[src/rtl/mem_port_arbiter.sv]
// rtl/mem_port_arbiter.sv - two-requester arbiter onto a single shared memory port.
// Optional ARB_ROUND_ROBIN_EN: ties alternate via last_grant; otherwise requester 0 wins ties.
module mem_port_arbiter #(
   parameter int WIDTH = 32
) (
   input  logic             clk,
   input  logic             rst_n,
   input  logic             req0,
   input  logic             req1,
   input  logic [WIDTH-1:0] addr0,
   input  logic [WIDTH-1:0] addr1,
   input  logic [WIDTH-1:0] wdata0,
   input  logic [WIDTH-1:0] wdata1,
   input  logic             we0,
   input  logic             we1,
   output logic             gnt0,
   output logic             gnt1,
   output logic             done0,
   output logic             done1,
   output logic [WIDTH-1:0] rdata,
   output logic             sel,
   output logic             mem_req,
   output logic             mem_we,
   output logic [WIDTH-1:0] mem_addr,
   output logic [WIDTH-1:0] mem_wdata,
   input  logic             mem_ready,
   input  logic [WIDTH-1:0] mem_rdata
);

   typedef enum logic [1:0] {
      IDLE   = 2'd0,
      GRANT0 = 2'd1,
      GRANT1 = 2'd2
   } state_t;

   state_t state, state_next;
   logic   sel_next;
   logic   elig0, elig1;
   logic   tie_pick;
   logic   xfer_end;
   logic   load_rdata;

   // A requester whose done pulse is showing is still holding req for the
   // transfer that just ended, so it must sit out this arbitration.
   assign elig0 = req0 & ~done0;
   assign elig1 = req1 & ~done1;

`ifdef ARB_ROUND_ROBIN_EN
   logic last_grant;

   assign tie_pick = ~last_grant;

   always_ff @(posedge clk or negedge rst_n) begin
      if (!rst_n) begin
         last_grant <= 1'b1;
      end else if (state == IDLE && state_next != IDLE) begin
         last_grant <= (state_next == GRANT1);
      end
   end
`else
   assign tie_pick = 1'b0;
`endif

   always_comb begin
      state_next = state;
      sel_next   = sel;
      gnt0       = 1'b0;
      gnt1       = 1'b0;
      mem_req    = 1'b0;
      case (state)
         IDLE: begin
            if (elig0 && elig1) begin
               state_next = tie_pick ? GRANT1 : GRANT0;
               sel_next   = tie_pick;
            end else if (elig0) begin
               state_next = GRANT0;
               sel_next   = 1'b0;
            end else if (elig1) begin
               state_next = GRANT1;
               sel_next   = 1'b1;
            end
         end
         GRANT0: begin
            gnt0    = 1'b1;
            mem_req = 1'b1;
            if (mem_ready) begin
               state_next = IDLE;
            end
         end
         GRANT1: begin
            gnt1    = 1'b1;
            mem_req = 1'b1;
            if (mem_ready) begin
               state_next = IDLE;
            end
         end
         default: begin
            state_next = IDLE;
         end
      endcase
   end

   // Shared datapath mux; sel is registered so it holds through IDLE.
   assign mem_addr  = sel ? addr1  : addr0;
   assign mem_wdata = sel ? wdata1 : wdata0;
   assign mem_we    = mem_req & (sel ? we1 : we0);

   assign xfer_end   = mem_req & mem_ready;
   assign load_rdata = xfer_end & ~mem_we;

   always_ff @(posedge clk or negedge rst_n) begin
      if (!rst_n) begin
         state <= IDLE;
         sel   <= 1'b0;
         done0 <= 1'b0;
         done1 <= 1'b0;
         rdata <= '0;
      end else begin
         state <= state_next;
         sel   <= sel_next;
         done0 <= xfer_end & (state == GRANT0);
         done1 <= xfer_end & (state == GRANT1);
         if (load_rdata) begin
            rdata <= mem_rdata;
         end
      end
   end

endmodule
[config.mk]
export PLATFORM = sky130hd
export DESIGN_NAME = mem_port_arbiter
export DESIGN_NICKNAME = d
export VERILOG_FILES = /design/src/rtl/mem_port_arbiter.sv
export SDC_FILE = /design/constraint.sdc
export NUM_CORES = 1
export LEC_CHECK = 0
export CORE_AREA = 3 3 105 107
export CTS_CLUSTER_DIAMETER = 80
export DETAILED_ROUTE_END_ITERATION = 8
export DIE_AREA = 0 0 108 110
export GPL_ROUTABILITY_DRIVEN = 1
export GPL_TIMING_DRIVEN = 0
export MAX_ROUTING_LAYER = met4
export PLACE_DENSITY = 0.77
export REMOVE_ABC_BUFFERS = 1
export SYNTH_ARGS = -nofsm -noshare
export SYNTH_HDL_FRONTEND = slang
export SYNTH_SLANG_ARGS = --single-unit
[constraint.sdc]
create_clock -name clk -period 2.1 [get_ports clk]
set_input_delay 0.42 -clock clk [delete_from_list [all_inputs] [get_ports clk]]
set_output_delay 0.42 -clock clk [all_outputs]
set_load 0.02 [all_outputs]
After elaboration in Yosys (flattened, before gate mapping) --
Index checks and enable logic that the tools add are counted. W data, S select, Z words.
Word-level totals: bits in registers 37, bits of input ports 167
Operators by class: equality and inequality tests 4, reduce and logical (&&, ||, !) cells 6, mux-type cells 14, bitwise logic cells 10
Operators by type and width (number):
- $mux W32 | 2
- $mux W2 | 4
- $and A1 B1 Y1 | 7
- $mux W1 | 7
- $ne A4 B4 Y1 const B | 1
- $pmux W2 S2 | 1
- $reduce_and A2 Y1 | 2
- $not A1 Y1 | 3
- $reduce_bool A3 Y1 | 1
- $eq A2 B1 Y1 const B | 1
- $eq A2 B2 Y1 const B | 1
- $logic_not A2 Y1 | 1
- $ne A2 B1 Y1 const B | 1
- $reduce_or A2 Y1 | 1
- $logic_and A1 B1 Y1 | 1

Depth between registers and ports, before layout --
Gate-level depths: netlist of the first run.
word-level depth 6, gate-level depth with buffers 6, mapped depth without buffers 5

Worst setup path before layout of the first run --
No wires, ideal clock.
kind flip-flop to output port, from register sel, to output mem_addr[10], arrival 1337 ps, stages on the path, launching flop included 4, path slack 343 ps, cell sequence dfrtp_1 -> buf_2 -> buf_2 -> mux2_2
On the way: cells in the longest elaborated chain, start to end 1
RTL lines:
- start, declared | RTL line 21 | output logic sel,
- start signal, assigned | RTL line 120 | sel <= sel_next;
- $mux W32 | RTL line 104 | assign mem_addr = sel ? addr1 : addr0;
- end, declared | RTL line 24 | output logic [WIDTH-1:0] mem_addr,
Every way passes these cells.

Final worst setup path of the first run --
from register sel, to output mem_wdata[12]
On the way: cells in the longest elaborated chain, start to end 1
RTL lines:
- $mux W32 | RTL line 105 | assign mem_wdata = sel ? wdata1 : wdata0;
- end, declared | RTL line 25 | output logic [WIDTH-1:0] mem_wdata,
Every way passes these cells.

==> results.ini, run 1 <==
[placed_design]
hpwl_mm=8.71
portBuffers=269
dp_slack_ps=-374
post-place-cells=562
place_area_mm2=0.00517
place.gp.congestion=0.778

[worst_setup_path]
path_max_fanout=13
critical_path_arrival_ps=1660
cp-start-kind=flop
critical_path.endpoint=mem_wdata[12]
reg2reg_depth=5
regToRegSetupSlack_ps=110
reg2reg_from=sel
cp-startpoint=sel
crit_type=flop to output port
critPathSlowestCell=dfrtp_4
worstPathRequired_ps=1680
reg2reg_to=rdata[26]
worstPathCellList=buf_6, mux2_2, dlygate4sd2_1
crit_path_end_kind=output port
cp_slowest_stage_delay_ps=490

[pwr]
share_comb_of_total_power=0.714
clock_power_share=0.075
p_leak_nw=2.19
swShare=0.400
pwr_density_cell_mw_per_mm2=1180
netSwitchingPower_mw=2.48
peakVddDrop_mv=0.978
intPower_mw=3.71
power_frac_seq=0.211

[timing]
slew_headroom=0.468
finalHoldViolCount=0
finalSetupViolations=0
worstMarginPinSlew_ps=798
final.setup.worst_slack_ps=22.3
fin_crit_sh=0.989
grt_setup_unrepaired=yes
fmax_mhz=481
skew_ps=12.8
drv_slew=0
period_needed_ps=2080

[global_routing]
overflow=0
grt_pass1_vias=2627
grt_max_degree=38
grt_pass1_wl_mm=14.8
grt_usage=0.169
antenna_found_initial=1

[logic_synthesis]
yosysUniqueCellTypes=18
seq_area_frac_synth=0.395
synth_cells=166
synth_top_area_frac=0.395
syn_area_per_cell_um2=14.1
synth.ff_latch_count=37
mappedNetlistArea_mm2=0.00235
synth_area_leaders=dfrtp_1, mux2_2, mux2_4
netlist.top_cell.by_area=dfrtp_1
yosysWarnings=0

[floorplanning]
start_util=0.229
dieArea_mm2=0.0119
placementRows=37
dieHeight_um=110
core_area_mm2=0.0102
ioPinCount=270
die_w_um=108

[drt]
met2_length_mm=5.58
drc=0
first_pass_iters=4
avgViaCountPerCell=4.23
vias=2424
drtIter0Drc=52
met3RoutedLength_mm=1.13
wirelength_mm=10.4
drtAntennaViolNets=0
routedWlPerCell_um=18.2
drt-met1-wl_mm=3.53
top_layer_used=met4

[clock_network]
cts_buffer_depth=2
hold_buffers=0
cts.clk_slew.worst_paths_ps=80
tritoncts=done
htreeDepth=2
root_buffer=clkbuf_8
clkSinkCount=37
insertion_delay_ps=280
cts_buffers=5

[cells_and_area]
seq_area_um2=930
final_common_cell=clkdlybuf4s50_1
fillers=920
final_cells=573
nets=606
mostFrequentLayoutCells=clkdlybuf4s50_1, mux2_2, dlygate4sd2_1
multi_input_area_mm2=0.00134
area_growth_pct=123
design_area_mm2=0.00523
drive_gt1_frac=0.273

[job]
max-cap-violations=0

[run_status]
status=complete, no violations

[hold_path]
min_path_type=input port to async pin

-- cell type report --
| type | instances | share of cell area |
|---|---|---|
| Antenna cell | 1 | 0.000479 |
| Sequential cell | 37 | 0.178 |
| Tap cell | 136 | 0.0326 |
| Timing Repair Buffer | 274 | 0.515 |
| Multi-Input combinational cell | 115 | 0.256 |
| Clock buffer | 6 | 0.0139 |
| Clock inverter | 1 | 0.00168 |
| Inverter | 3 | 0.00215 |
-- repair_timing --
action,CTS,global route
endpoints found under the setup margin,69,47
gates resized for setup,73,32
setup buffers,2,0
gates cloned,1,0
-- worst min path at each step --
stage,endpoint,cells after the start
3_5_place_dp,rdata[26],1
5_1_grt,rdata[10],1
2_1_floorplan,done0,0
3_3_place_gp,rdata[27],1
6_report,rdata[17],1
4_1_cts,rdata[17],1
-- worst max-delay path: cells and delay by family (launching register included) --
kind,cells,cell delay (ps)
buffers and inverters,2,530
flip-flops,1,490
multiplexers,1,360
-- cell usage after synthesis (all sizes together) --
library cell / count
a21oi: 3
ha: 3
inv: 3
mux2: 96
o32ai: 1
nand2b: 2
buf: 11
nor2: 1
o21a: 1
and3: 2
and2: 1
o21ba: 1
mux2i: 1
nor2b: 3
dfrtp: 37
-- per-layer routing --
| metal | vias up | track usage |
|---|---|---|
| met5 | - | - |
| met4 | 0 | 0.0361 |
| met3 | 13 | 0.0559 |
| met2 | 130 | 0.325 |
| met1 | 1140 | 0.166 |
| li1 | 1141 | - |
-- power groups by stage --
stage / Sequential, mW / Clock (mW) / Combinational, mW
floorplan: 1.83 / 0 / 1.97
global placement: 1.48 / 0 / 4.40
detailed placement: 1.36 / 0 / 4.56
CTS: 1.31 / 0.494 / 4.46
global route: 1.35 / 0.513 / 4.66
finish: 1.30 / 0.466 / 4.42
-- stage by stage --
stage                      util  hold WS [ps]  total power [mW]  TNS, ps
after floorplan               -           124              3.79   -91400
after global placement    0.502           491              5.88  -182430
after detailed placement  0.506           495              5.92   -14440
after CTS                 0.511           242              6.27     -161
after global routing      0.511           275              6.53     -432
final                     0.511           213              6.19        0
-- cells by family (layout without fill, tap and decap cells) --
family	after synthesis	in the layout	share of synthesized area
AO/OA/AOI/OAI	6	6	0.0176
buffers and inverters	14	284	0.0357
flip-flops	37	37	0.395
other	0	1	0
multiplexers	97	97	0.513
AND/OR/NAND/NOR	9	9	0.0229
adder cells (fa/ha/maj)	3	3	0.0160
-- sequential cells by signal, summed over array words and instances (netlist names) --
| name | flops |
|---|---|
| done0 | 1 |
| state | 2 |
| done1 | 1 |
| sel | 1 |
| rdata | 32 |
No activity file was read; power rests on OpenSTA's default activity.
==> run 2: changes to the inputs <==
Clock period 2.1 ns to 2 ns, I/O delays scaled along.
==> run 2 against run 1 <==
Compared with the run above:
- the flow now finishes with violations (negative setup slack)
- largest cell class unchanged
- utilization is 0.51 points lower
- die area stayed put
- hold slack worse by 20 ps
- critical endpoint unchanged
- clock power is 5.6% higher
- global-route usage is 0.25 points higher
- highest routed layer unchanged
- register-to-register slack worse by 30 ps
- final area is 1.0% lower
- setup slack worse by 37 ps
- clock skew hardly changed
==> results.ini, run 2 (same netlist as run 1, synthesis figures left out) <==
[worst_setup_path]
reg2reg_from=sel
cp-startpoint=sel
cp-start-kind=flop
crit_path_end_kind=output port
critical_path.endpoint=mem_wdata[12]
regToRegSetupSlack_ps=80
crit_type=flop to output port
critical_path_arrival_ps=1610
reg2reg_to=rdata[4]
path_max_fanout=13
reg2reg_depth=5
worstPathRequired_ps=1600

[clock_network]
cts_buffer_depth=2
cts_buffers=5
hold_buffers=0
tritoncts=done
cts.clk_slew.worst_paths_ps=80
root_buffer=clkbuf_8
htreeDepth=2
insertion_delay_ps=280
clkSinkCount=37

[floorplanning]
dieHeight_um=110
placementRows=37
start_util=0.229
ioPinCount=270
dieArea_mm2=0.0119
core_area_mm2=0.0102
die_w_um=108

[pwr]
pwr_density_cell_mw_per_mm2=1280
total_power_mw=6.63
peakVddDrop_mv=0.915
p_leak_nw=2.23

[cells_and_area]
final_common_cell=clkdlybuf4s50_1
area_growth_pct=121
mostFrequentLayoutCells=clkdlybuf4s50_1, mux2_2, buf_2
regMostFlops=rdata
drive_gt1_frac=0.366
largest_reg_flops=32
reg_top3=rdata: 32 flops, state: 2 flops
utilization=0.506
nets=610
final_cells=577

[global_routing]
grt_max_degree=38
grt_pass1_wl_mm=14.9
antenna_found_initial=1
grt_usage=0.172
overflow=0
grt_pass1_vias=2661

[hold_path]
min_path_type=input port to async pin

[timing]
worstMarginPinSlew_ps=800
finalHoldViolCount=0
finalSetupViolations=10
finalSetupTns_ps=-64.0
slew_headroom=0.467
fin_crit_sh=1.01
period_needed_ps=2010
fmax_mhz=496
drv_slew=0
grt_setup_unrepaired=yes
hold-worst-slack_ps=193
skew_ps=12.8
final.setup.worst_slack_ps=-14.9

[drt]
vias=2453
wirelength_mm=10.7
first_pass_iters=4
routedWlPerCell_um=18.5
avgViaCountPerCell=4.25
drc=0
drtIter0Drc=58
drtAntennaViolNets=0

[job]
max-cap-violations=0

[placed_design]
post-place-cells=562
portBuffers=269
hpwl_mm=8.71
place.gp.congestion=0.778

[run_status]
violations=negative setup slack
status=finished, violations left

[run 2: cell types whose count changed in the layout (fill, tap and decap cells not counted), moves of 2 or more]
cell	change
dlymetal6s2s_1	+2
clkdlybuf4s50_1	-2
buf_6	+4
dlygate4sd2_1	-19
buf_2	+38
clkbuf_2	-4
clkdlybuf4s15_1	-19
[run 2: how the worst min path moves through the flow]
stage,from,depth (start not counted),slack [ps],to
6_report,rst_n,1,190,rdata[17]
5_1_grt,rst_n,1,260,rdata[10]
4_1_cts,rst_n,1,220,rdata[17]
3_5_place_dp,rdata[26],1,490,rdata[26]
3_3_place_gp,rdata[27],1,490,rdata[27]
2_1_floorplan,rst_n,0,100,done0
[run 2: where the power goes]
group	total (mW)	internal, mW	switching, mW
combinational	4.78	2.60	2.18
sequential	1.36	1.13	0.230
clock	0.492	0.241	0.251
total	6.63	3.97	2.66
[run 2: routing by layer]
metal | vias to the layer above | share of wire | GRT usage
li1 | 1148 | - | -
met2 | 130 | 0.54 | 0.330
met5 | - | 0 | -
met4 | 0 | 0.016 | 0.0361
met3 | 13 | 0.11 | 0.0600
met1 | 1162 | 0.34 | 0.166
[run 2: cell type report]
type,instances,area [um2]
well taps,136,170
fillers,928,5060
diodes,1,2.50
clock buffers,6,72.6
repair buffers,278,2640
inverters,3,11.3
multi-input cells,115,1340
flip-flops and latches,37,930
clock inverters,1,8.76
[run 2: critical path, stage by stage (launching register included)]
cell and delay, ps:
dfrtp_4 460, buf_6 190, mux2_2 360, dlygate4sd2_1 320
[run 2: timing repair]
action / in CTS / in global routing
setup buffers: 4 / 0
setup endpoints to repair: 95 / 39
gates resized for setup: 206 / 13
cloned: 2 / 1
[run 2: metrics by stage]
step / instance area (um2) / setup slack (ps)
finish: 5170 / -14.9
global route: 5170 / -70.6
CTS: 5160 / -65.6
detailed placement: 5170 / -454
global placement: 5140 / -2560
floorplan: 2270 / -1890
